File: config.mk
export PLATFORM = sky130hd
export DESIGN_NAME = scan_fifo
export DESIGN_NICKNAME = d
export VERILOG_FILES = /design/src/rtl/scan_fifo_pkg.sv /design/src/rtl/scan_fifo_mem.sv /design/src/rtl/scan_fifo.sv
export SDC_FILE = /design/constraint.sdc
export NUM_CORES = 1
export LEC_CHECK = 0
export CAP_MARGIN = 20
export CORE_MARGIN = 2
export CORE_UTILIZATION = 53
export DETAILED_ROUTE_END_ITERATION = 10
export DONT_BUFFER_PORTS = 1
export HOLD_SLACK_MARGIN = 0.03
export MAX_ROUTING_LAYER = met4
export PLACE_DENSITY = 0.71
export SYNTH_ARGS = -nofsm -noshare
export SYNTH_HDL_FRONTEND = slang
export SYNTH_SLANG_ARGS = --single-unit
export TNS_END_PERCENT = 100
File: constraint.sdc
create_clock -name clk -period 3.5 [get_ports clk]
set_input_delay 0.35 -clock clk [delete_from_list [all_inputs] [get_ports clk]]
set_output_delay 0.35 -clock clk [all_outputs]
set_load 0.05 [all_outputs]
File: src/rtl/scan_fifo_pkg.sv
`default_nettype none
// scan_fifo_pkg: sizing helpers and scan-chain field offsets shared by scan_fifo.
package scan_fifo_pkg;

  function automatic int clog2(input int n);
    int r;
    r = 0;
    for (int i = 0; i < 31; i++) begin
      if ((1 << i) < n) r = i + 1;
    end
    return r;
  endfunction

  // Chain is {data_out, wr_ptr, rd_ptr, overflow, underflow}, MSB first.
  function automatic int chain_len(input int dw, input int aw);
    return dw + 2 * (aw + 1) + 2;
  endfunction

  localparam int OFF_UNF = 0;
  localparam int OFF_OVF = 1;
  localparam int OFF_RD  = 2;

  function automatic int off_wr(input int aw);
    return OFF_RD + aw + 1;
  endfunction

  function automatic int off_dout(input int aw);
    return OFF_RD + 2 * (aw + 1);
  endfunction

endpackage
`default_nettype wire

File: src/rtl/scan_fifo_mem.sv
`default_nettype none
// scan_fifo_mem: DEPTH x DATA_W storage, one write port, asynchronous read port.
module scan_fifo_mem #(
  parameter int DATA_W = 17,
  parameter int DEPTH  = 8,
  parameter int AW     = 3
) (
  input  logic              clk,
  input  logic              we_i,
  input  logic [AW-1:0]     waddr_i,
  input  logic [DATA_W-1:0] wdata_i,
  input  logic [AW-1:0]     raddr_i,
  output logic [DATA_W-1:0] rdata_o
);

  logic [DATA_W-1:0] mem_q [DEPTH];

  always_ff @(posedge clk) begin
    if (we_i) mem_q[waddr_i] <= wdata_i;
  end

  assign rdata_o = mem_q[raddr_i];

endmodule
`default_nettype wire

File: src/rtl/scan_fifo.sv
`default_nettype none
// scan_fifo: parametrised synchronous FIFO whose pointers, flags and output
// register form one mux-D scan chain.
module scan_fifo
  import scan_fifo_pkg::*;
#(
  parameter int DATA_W = 17,
  parameter int DEPTH  = 8,
  parameter int AF_LVL = DEPTH - 1,
  parameter int AE_LVL = 1
) (
  input  logic                   clk,
  input  logic                   rst,
  input  logic                   w_en,
  input  logic                   r_en,
  input  logic [DATA_W-1:0]      data_in,
  output logic [DATA_W-1:0]      data_out,
  output logic                   full,
  output logic                   empty,
  output logic [clog2(DEPTH):0]  count,
  output logic                   almost_full,
  output logic                   almost_empty,
  output logic                   overflow,
  output logic                   underflow,
  input  logic                   SI,
  input  logic                   TM,
  output logic                   SO
);

  localparam int AW       = clog2(DEPTH);
  localparam int L        = chain_len(DATA_W, AW);
  localparam int OFF_WR   = off_wr(AW);
  localparam int OFF_DOUT = off_dout(AW);
  localparam logic [AW:0] PTR_ONE = (AW + 1)'(1);
  localparam logic [AW:0] AF_TH   = (AW + 1)'(AF_LVL);
  localparam logic [AW:0] AE_TH   = (AW + 1)'(AE_LVL);

  logic [DATA_W-1:0] dout_q, dout_d;
  logic [AW:0]       wr_q, wr_d, rd_q, rd_d;
  logic              ovf_q, ovf_d, unf_q, unf_d;
  logic [DATA_W-1:0] rd_data;
  logic              wr_acc, rd_acc;
  logic [L-1:0]      chain, shifted;

  assign full   = (wr_q[AW-1:0] == rd_q[AW-1:0]) && (wr_q[AW] != rd_q[AW]);
  assign empty  = (wr_q == rd_q);
  assign count  = wr_q - rd_q;
  assign wr_acc = w_en && !full && !TM;
  assign rd_acc = r_en && !empty && !TM;

  scan_fifo_mem #(
    .DATA_W (DATA_W),
    .DEPTH  (DEPTH),
    .AW     (AW)
  ) u_mem (
    .clk     (clk),
    .we_i    (wr_acc),
    .waddr_i (wr_q[AW-1:0]),
    .wdata_i (data_in),
    .raddr_i (rd_q[AW-1:0]),
    .rdata_o (rd_data)
  );

  assign chain   = {dout_q, wr_q, rd_q, ovf_q, unf_q};
  assign shifted = {chain[L-2:0], SI};

  always_comb begin
    dout_d = dout_q;
    wr_d   = wr_q;
    rd_d   = rd_q;
    ovf_d  = ovf_q;
    unf_d  = unf_q;
    if (TM) begin
      dout_d = shifted[OFF_DOUT +: DATA_W];
      wr_d   = shifted[OFF_WR +: AW + 1];
      rd_d   = shifted[OFF_RD +: AW + 1];
      ovf_d  = shifted[OFF_OVF];
      unf_d  = shifted[OFF_UNF];
    end else begin
      if (wr_acc) wr_d = wr_q + PTR_ONE;
      if (rd_acc) begin
        rd_d   = rd_q + PTR_ONE;
        dout_d = rd_data;
      end
      // Rejected requests are recorded but never disturb the other port.
      if (w_en && full)  ovf_d = 1'b1;
      if (r_en && empty) unf_d = 1'b1;
    end
  end

  always_ff @(posedge clk or posedge rst) begin
    if (rst) begin
      dout_q <= '0;
      wr_q   <= '0;
      rd_q   <= '0;
      ovf_q  <= 1'b0;
      unf_q  <= 1'b0;
    end else begin
      dout_q <= dout_d;
      wr_q   <= wr_d;
      rd_q   <= rd_d;
      ovf_q  <= ovf_d;
      unf_q  <= unf_d;
    end
  end

  assign data_out     = dout_q;
  assign overflow     = ovf_q;
  assign underflow    = unf_q;
  assign almost_full  = (count >= AF_TH);
  assign almost_empty = (count <= AE_TH);
  assign SO           = chain[L-1];

endmodule
`default_nettype wire

==> results of run 1 <==
[metal layers]
metal | GRT usage (%) | vias up
met5 | - | -
met2 | 36.3 | 110
met3 | 4.65 | 22
met1 | 27.0 | 1791
met4 | 9.60 | 0
li1 | - | 1608
[stage by stage]
stage | cells | worst slack [ns]
finish | 618 | 0.773
global route | 618 | 0.614
CTS | 616 | 0.757
detailed placement | 566 | 1.03
global placement | 566 | 1.07
floorplan | 406 | 0.413
[Yosys cell counts (6+ instances only)]
cell      number  share of area [%]
a21oi_1        6               0.45
and3_1        17                1.6
clkbuf_1      11               0.62
dfrtp_1       27                 10
edfxtp_1     136                 61
inv_1          9               0.51
mux4_2        34                 12
nand2_1       61                3.4
nor2_1        10               0.56
o21ai_0       24                1.8
o21ai_1       19                1.4
[power breakdown]
part	internal (mW)	leakage [nW]	total, mW	switching (mW)
logic	0.857	0.833	2.27	1.42
registers	2.37	1.56	2.97	0.596
clock network	0.977	0.261	1.65	0.671
total	4.20	2.65	6.89	2.68
[area by class of cell]
| type | instances | area (um2) |
|---|---|---|
| multi-input cells | 210 | 1740 |
| repair buffers | 35 | 343 |
| clock buffers | 27 | 503 |
| well taps | 168 | 210 |
| inverters | 10 | 37.5 |
| fillers | 886 | 4540 |
| clock inverters | 5 | 27.5 |
| flip-flops and latches | 163 | 4760 |
[kinds of logic (layout without fill, tap and decap cells)]
family,after synthesis,in the layout
multiplexers,36,36
AO/OA/AOI/OAI,58,58
flip-flops,163,163
buffers and inverters,33,77
AND/OR/NAND/NOR,104,104
XOR/XNOR,6,6
adder cells (fa/ha/maj),6,6
[repair_timing]
item / in CTS / in global routing
hold endpoints to repair: 141 / 9
hold buffers: 18 / 1
endpoints found under the setup margin: 0 / 0
[flip-flops by register name, indices dropped and copies added, names as in the netlist]
| register | count |
|---|---|
| overflow | 1 |
| rd_q | 4 |
| wr_q | 4 |
| underflow | 1 |
| data_out | 17 |
| u_mem.mem_q | 136 |
[final timing paths]
kind / startpoint / endpoint / slack [ns] / cells past startpoint
min in group asynchronous: rst / data_out[7] / 0.40 / 2
min: TM / overflow / 0.06 / 2
max in group asynchronous: rst / rd_q[0] / 2.63 / 3
max reg2reg: rd_q[1] / u_mem.mem_q[1][8] / 1.01 / 8
max: rd_q[1] / empty / 0.77 / 5
min reg2reg: wr_q[0] / wr_q[1] / 0.60 / 2
==> metrics.txt, run 1 <==
kind of critical path flop to output pin; DRT iter0 DRCs 268; CTS tree built; worst-path cell chain clkinv_1 > buf_4 > ha_1 > nand3_1 > nor2_1; met3 wire len 620 um; TritonRoute pass-1 iters 5; Starting Density 54.7%; via count 3,531; DP Area 6870 um2; # diodes 0; Final Cell Area 7620 um2; Post-Syn Area per Cell 16.4 um2; Antenna Nets Post-Route 0; max-cap violations 0; Vert. Die Dim 116 um; Setup TNS 0 ns; fraction of layout cells with a size suffix above 1 18.7%; commonest non-fill, non-tap cell in the layout edfxtp_1; Clock Latency Late Sink 0.42 ns; GPL Wtd Cong 0.887; Final Critical Period 2.73 ns; vias in the first global route 3,691; setup violators final 0; CP max FO 17; Site Rows 40; worst slew pin tran 0.963 ns; # DRC 0; area grow syn2layout 14.5%; DPL Wire Length 8.29 mm; # resized after CTS 0; Post-Synthesis Cells 406; post-CTS setup repair buffer count 0; Worst Clk Skew 0.00844 ns; final WL 13.3 mm; Post-synth EDFFs 136; simple-gate share of the synthesized area 7.03%; Critical Path Max Stage Delay 0.81 ns; DR vias/cell 5.71; CTS H-tree depth 4; Cell Pwr Density 904 nW/um2; commonest cells after routing, fill and taps aside edfxtp_1, nand2_1, mux4_2; Leak 2.65 nW; Buf+Inv Stages, Crit Path 2; Post-synth top flop edfxtp_1; M1 wire length 5.48 mm; final hold slack 0.0587 ns; Mapped Area 6660 um2; post-synth cell types 40; Layout Nets 466; Adder-Cell Fraction of Synth Area 1.24%; first-pass GRT wire length 20.4 mm; total grt overflow 0; Synth Area in XOR/XNOR 0.902%; HP Class input port to flop; Max VDD drop 0.491 mV; Root Buffer clkbuf_16; Max Buffers Root-to-Sink 2; dominant combinational cell family by area after synthesis multiplexers; mux contribution to synthesized area 11.8%; uppermost layer routed met4; GR Util All Layers 22.2%; core footprint 12,200 um2; Slew HR 35.5%; CP max stage cell nor2_1; final core utilization 62.7%; Async SR Flop Fraction 16.6%; Tot Pwr 6.89 mW; Final Hold Viols 0; Die W 116 um; status complete, no violations; Slew Viols, Final 0; die area 13,500 um2; largest net degree at the start of global routing 39; met2 routed WL 6.88 mm; CP arrival 2.38 ns; Clk pin slew, worst setup/hold paths 0.06 ns; Seq/Total Area, Yosys 71.5%; Net Count, Synth 435; RSZ-0062 raised after global routing no; CP startpoint kind flop; initial antenna violation count 0; complex-gate fraction of the synthesized area 4.87%; number of port buffers 0; critical path required time 3.15 ns; Fmax 0.367 GHz; Clock Sinks 163; CTS buffer count 17; crit end category output pin; io pins 51; warnings from Yosys 0; Top delay family on crit path simple AND/OR/NAND/NOR gates; Seq cells post-synth 163; Final Cycle Share 77.9%; routed len/inst 21.5 um
Note: power is estimated with default switching activity, not from simulation.
==> run 2, diff against run 1 <==
PLACE_DENSITY = 0.68   (was 0.71)
clock period = 2.8 ns   (was 3.5 ns; I/O delays follow)
==> metrics.txt, run 2 (synthesis results as in run 1) <==
status complete, no violations (unchanged); TritonRoute pass-1 iters 4 (was 5); max-cap violations 0 (unchanged); total grt overflow 0 (unchanged); Reg area 4760 um2 (about the same); core footprint 12,200 um2 (unchanged); Clk pin slew, worst setup/hold paths 0.06 ns (about the same); crit end category output pin (unchanged); initial antenna violation count 0 (unchanged); Largest register FFs 136 (unchanged); Critical Path Max Stage Delay 0.46 ns (was 0.81 ns); Max Buffers Root-to-Sink 2 (unchanged); final hold slack 0.0609 ns (was 0.0587 ns); hold buffers post-CTS 20 (was 18); Buf+Inv Stages, Crit Path 2 (unchanged); GR Util All Layers 21.9% (was 22.2%); WHS Endpoint underflow (was overflow); vias in the first global route 3,720 (was 3,691); GPL Wtd Cong 0.755 (was 0.887); Leak 2.73 nW (was 2.65 nW); area grow syn2layout 16.8% (was 14.5%); Top delay family on crit path adder cells (was simple AND/OR/NAND/NOR gates); DRT iter0 DRCs 244 (was 268); commonest non-fill, non-tap cell in the layout edfxtp_1 (unchanged); setup violators final 0 (unchanged); routed len/inst 20.7 um (was 21.5 um); Inst Count DP 578 (was 566); DP Area 7000 um2 (was 6870 um2); CTS buffer count 17 (unchanged); fill cell count 846 (was 886); Final Cell Area 7780 um2 (was 7620 um2); CTS tree built (unchanged); CP max FO 7 (was 17); hold path start r_en (was TM); DR vias/cell 5.74 (was 5.71); Worst Clk Skew 0.00516 ns (was 0.00844 ns); # diodes 0 (unchanged); CTS H-tree depth 4 (unchanged); worst slew pin tran 0.897 ns (was 0.963 ns); reg2reg path depth 7 (was 8); Fmax 0.392 GHz; worst reg2reg path startpoint wr_q[0] (was rd_q[1]); Slew HR 40.2% (was 35.5%); final WL 13.1 mm (was 13.3 mm); worst-path cell chain inv_1 > ha_1 > fa_1 > xor2_1 > o211a_1 > buf_12 (was clkinv_1 > buf_4 > ha_1 > nand3_1 > nor2_1); kind of critical path flop to output pin (unchanged); DPL Wire Length 8.01 mm (was 8.29 mm); Setup TNS 0 ns (unchanged); Post-Layout Cell Count 631 (was 618); Reg2Reg Capture Point u_mem.mem_q[1][16] (was u_mem.mem_q[1][8]); first-pass GRT wire length 20.5 mm (was 20.4 mm); Multi-input gate area 1760 um2 (was 1740 um2); largest net degree at the start of global routing 39 (unchanged); Worst Hold Depth 2 (unchanged); Max VDD drop 0.636 mV (was 0.491 mV); Top reg by flops u_mem.mem_q (unchanged); Slew Viols, Final 0 (unchanged); Die W 116 um (unchanged); # resized after CTS 0 (unchanged); critical path required time 2.52 ns (was 3.15 ns); number of port buffers 0 (unchanged); Starting Density 54.7% (unchanged); Site Rows 40 (unchanged); Final Hold Viols 0 (unchanged); Antenna Nets Post-Route 0 (unchanged); post-CTS setup repair buffer count 0 (unchanged); Final Critical Period 2.55 ns; RSZ-0062 raised after global routing no (unchanged); Root Buffer clkbuf_16 (unchanged); # DRC 0 (unchanged); Cell Pwr Density 1130 nW/um2 (was 904 nW/um2); commonest cells after routing, fill and taps aside edfxtp_1, nand2_1, mux4_2 (unchanged); Clock Sinks 163 (unchanged); CP max stage cell dfrtp_1 (was nor2_1); fraction of layout cells with a size suffix above 1 21.8% (was 18.7%); io pins 51 (unchanged); Layout Nets 479 (was 466); die area 13,500 um2 (unchanged); Clock Latency Late Sink 0.42 ns (about the same); via count 3,625 (was 3,531); CP startpoint kind flop (unchanged); CP arrival 2.27 ns (was 2.38 ns); Final Cycle Share 91.0%; reg2reg setup slack 0.32 ns (was 1.01 ns); HP Class input port to flop (unchanged); Vert. Die Dim 116 um (unchanged)
## run 2: cell type report
cell class                      instances  share of cell area (%)
Clock buffer                           19                    5.57
Clock inverter                         13                    1.51
Inverter                               10                   0.499
Multi-Input combinational cell        210                    22.6
Sequential cell                       163                    61.2
Tap cell                              168                    2.70
Timing Repair Buffer                   48                    5.92
## run 2: stage by stage
step	power [mW]	setup WS (ns)	util (%)
after detailed placement	6.65	0.353	57.6
after global routing	9.24	0.106	64.0
after global placement	6.59	0.416	57.4
final	8.79	0.251	64.0
after CTS	8.85	0.281	63.8
after floorplan	5.95	-0.122	-
## run 2: routing by layer
layer	GRT usage, %	share of wire (%)
met3	4.86	6.2
met5	-	0
met2	33.2	49
met1	29.7	43
met4	7.94	1.4
## run 2: how the worst max path moves through the flow
| stage | from | to | cells past startpoint |
|---|---|---|---|
| final | wr_q[0] | almost_empty | 6 |
| after global routing | wr_q[0] | almost_empty | 6 |
| after CTS | rd_q[1] | almost_empty | 5 |
| after detailed placement | wr_q[0] | u_mem.mem_q[1][16] | 7 |
| after global placement | wr_q[0] | u_mem.mem_q[1][16] | 7 |
| after floorplan | rd_q[2] | u_mem.mem_q[6][0] | 8 |
## run 2: report_power, final
part / internal [mW] / switching [mW] / leakage, nW / total, mW
sequential: 2.96 / 0.709 / 1.56 / 3.67
clock: 1.29 / 0.868 / 0.264 / 2.16
combinational: 1.13 / 1.82 / 0.911 / 2.96
total: 5.39 / 3.40 / 2.73 / 8.79
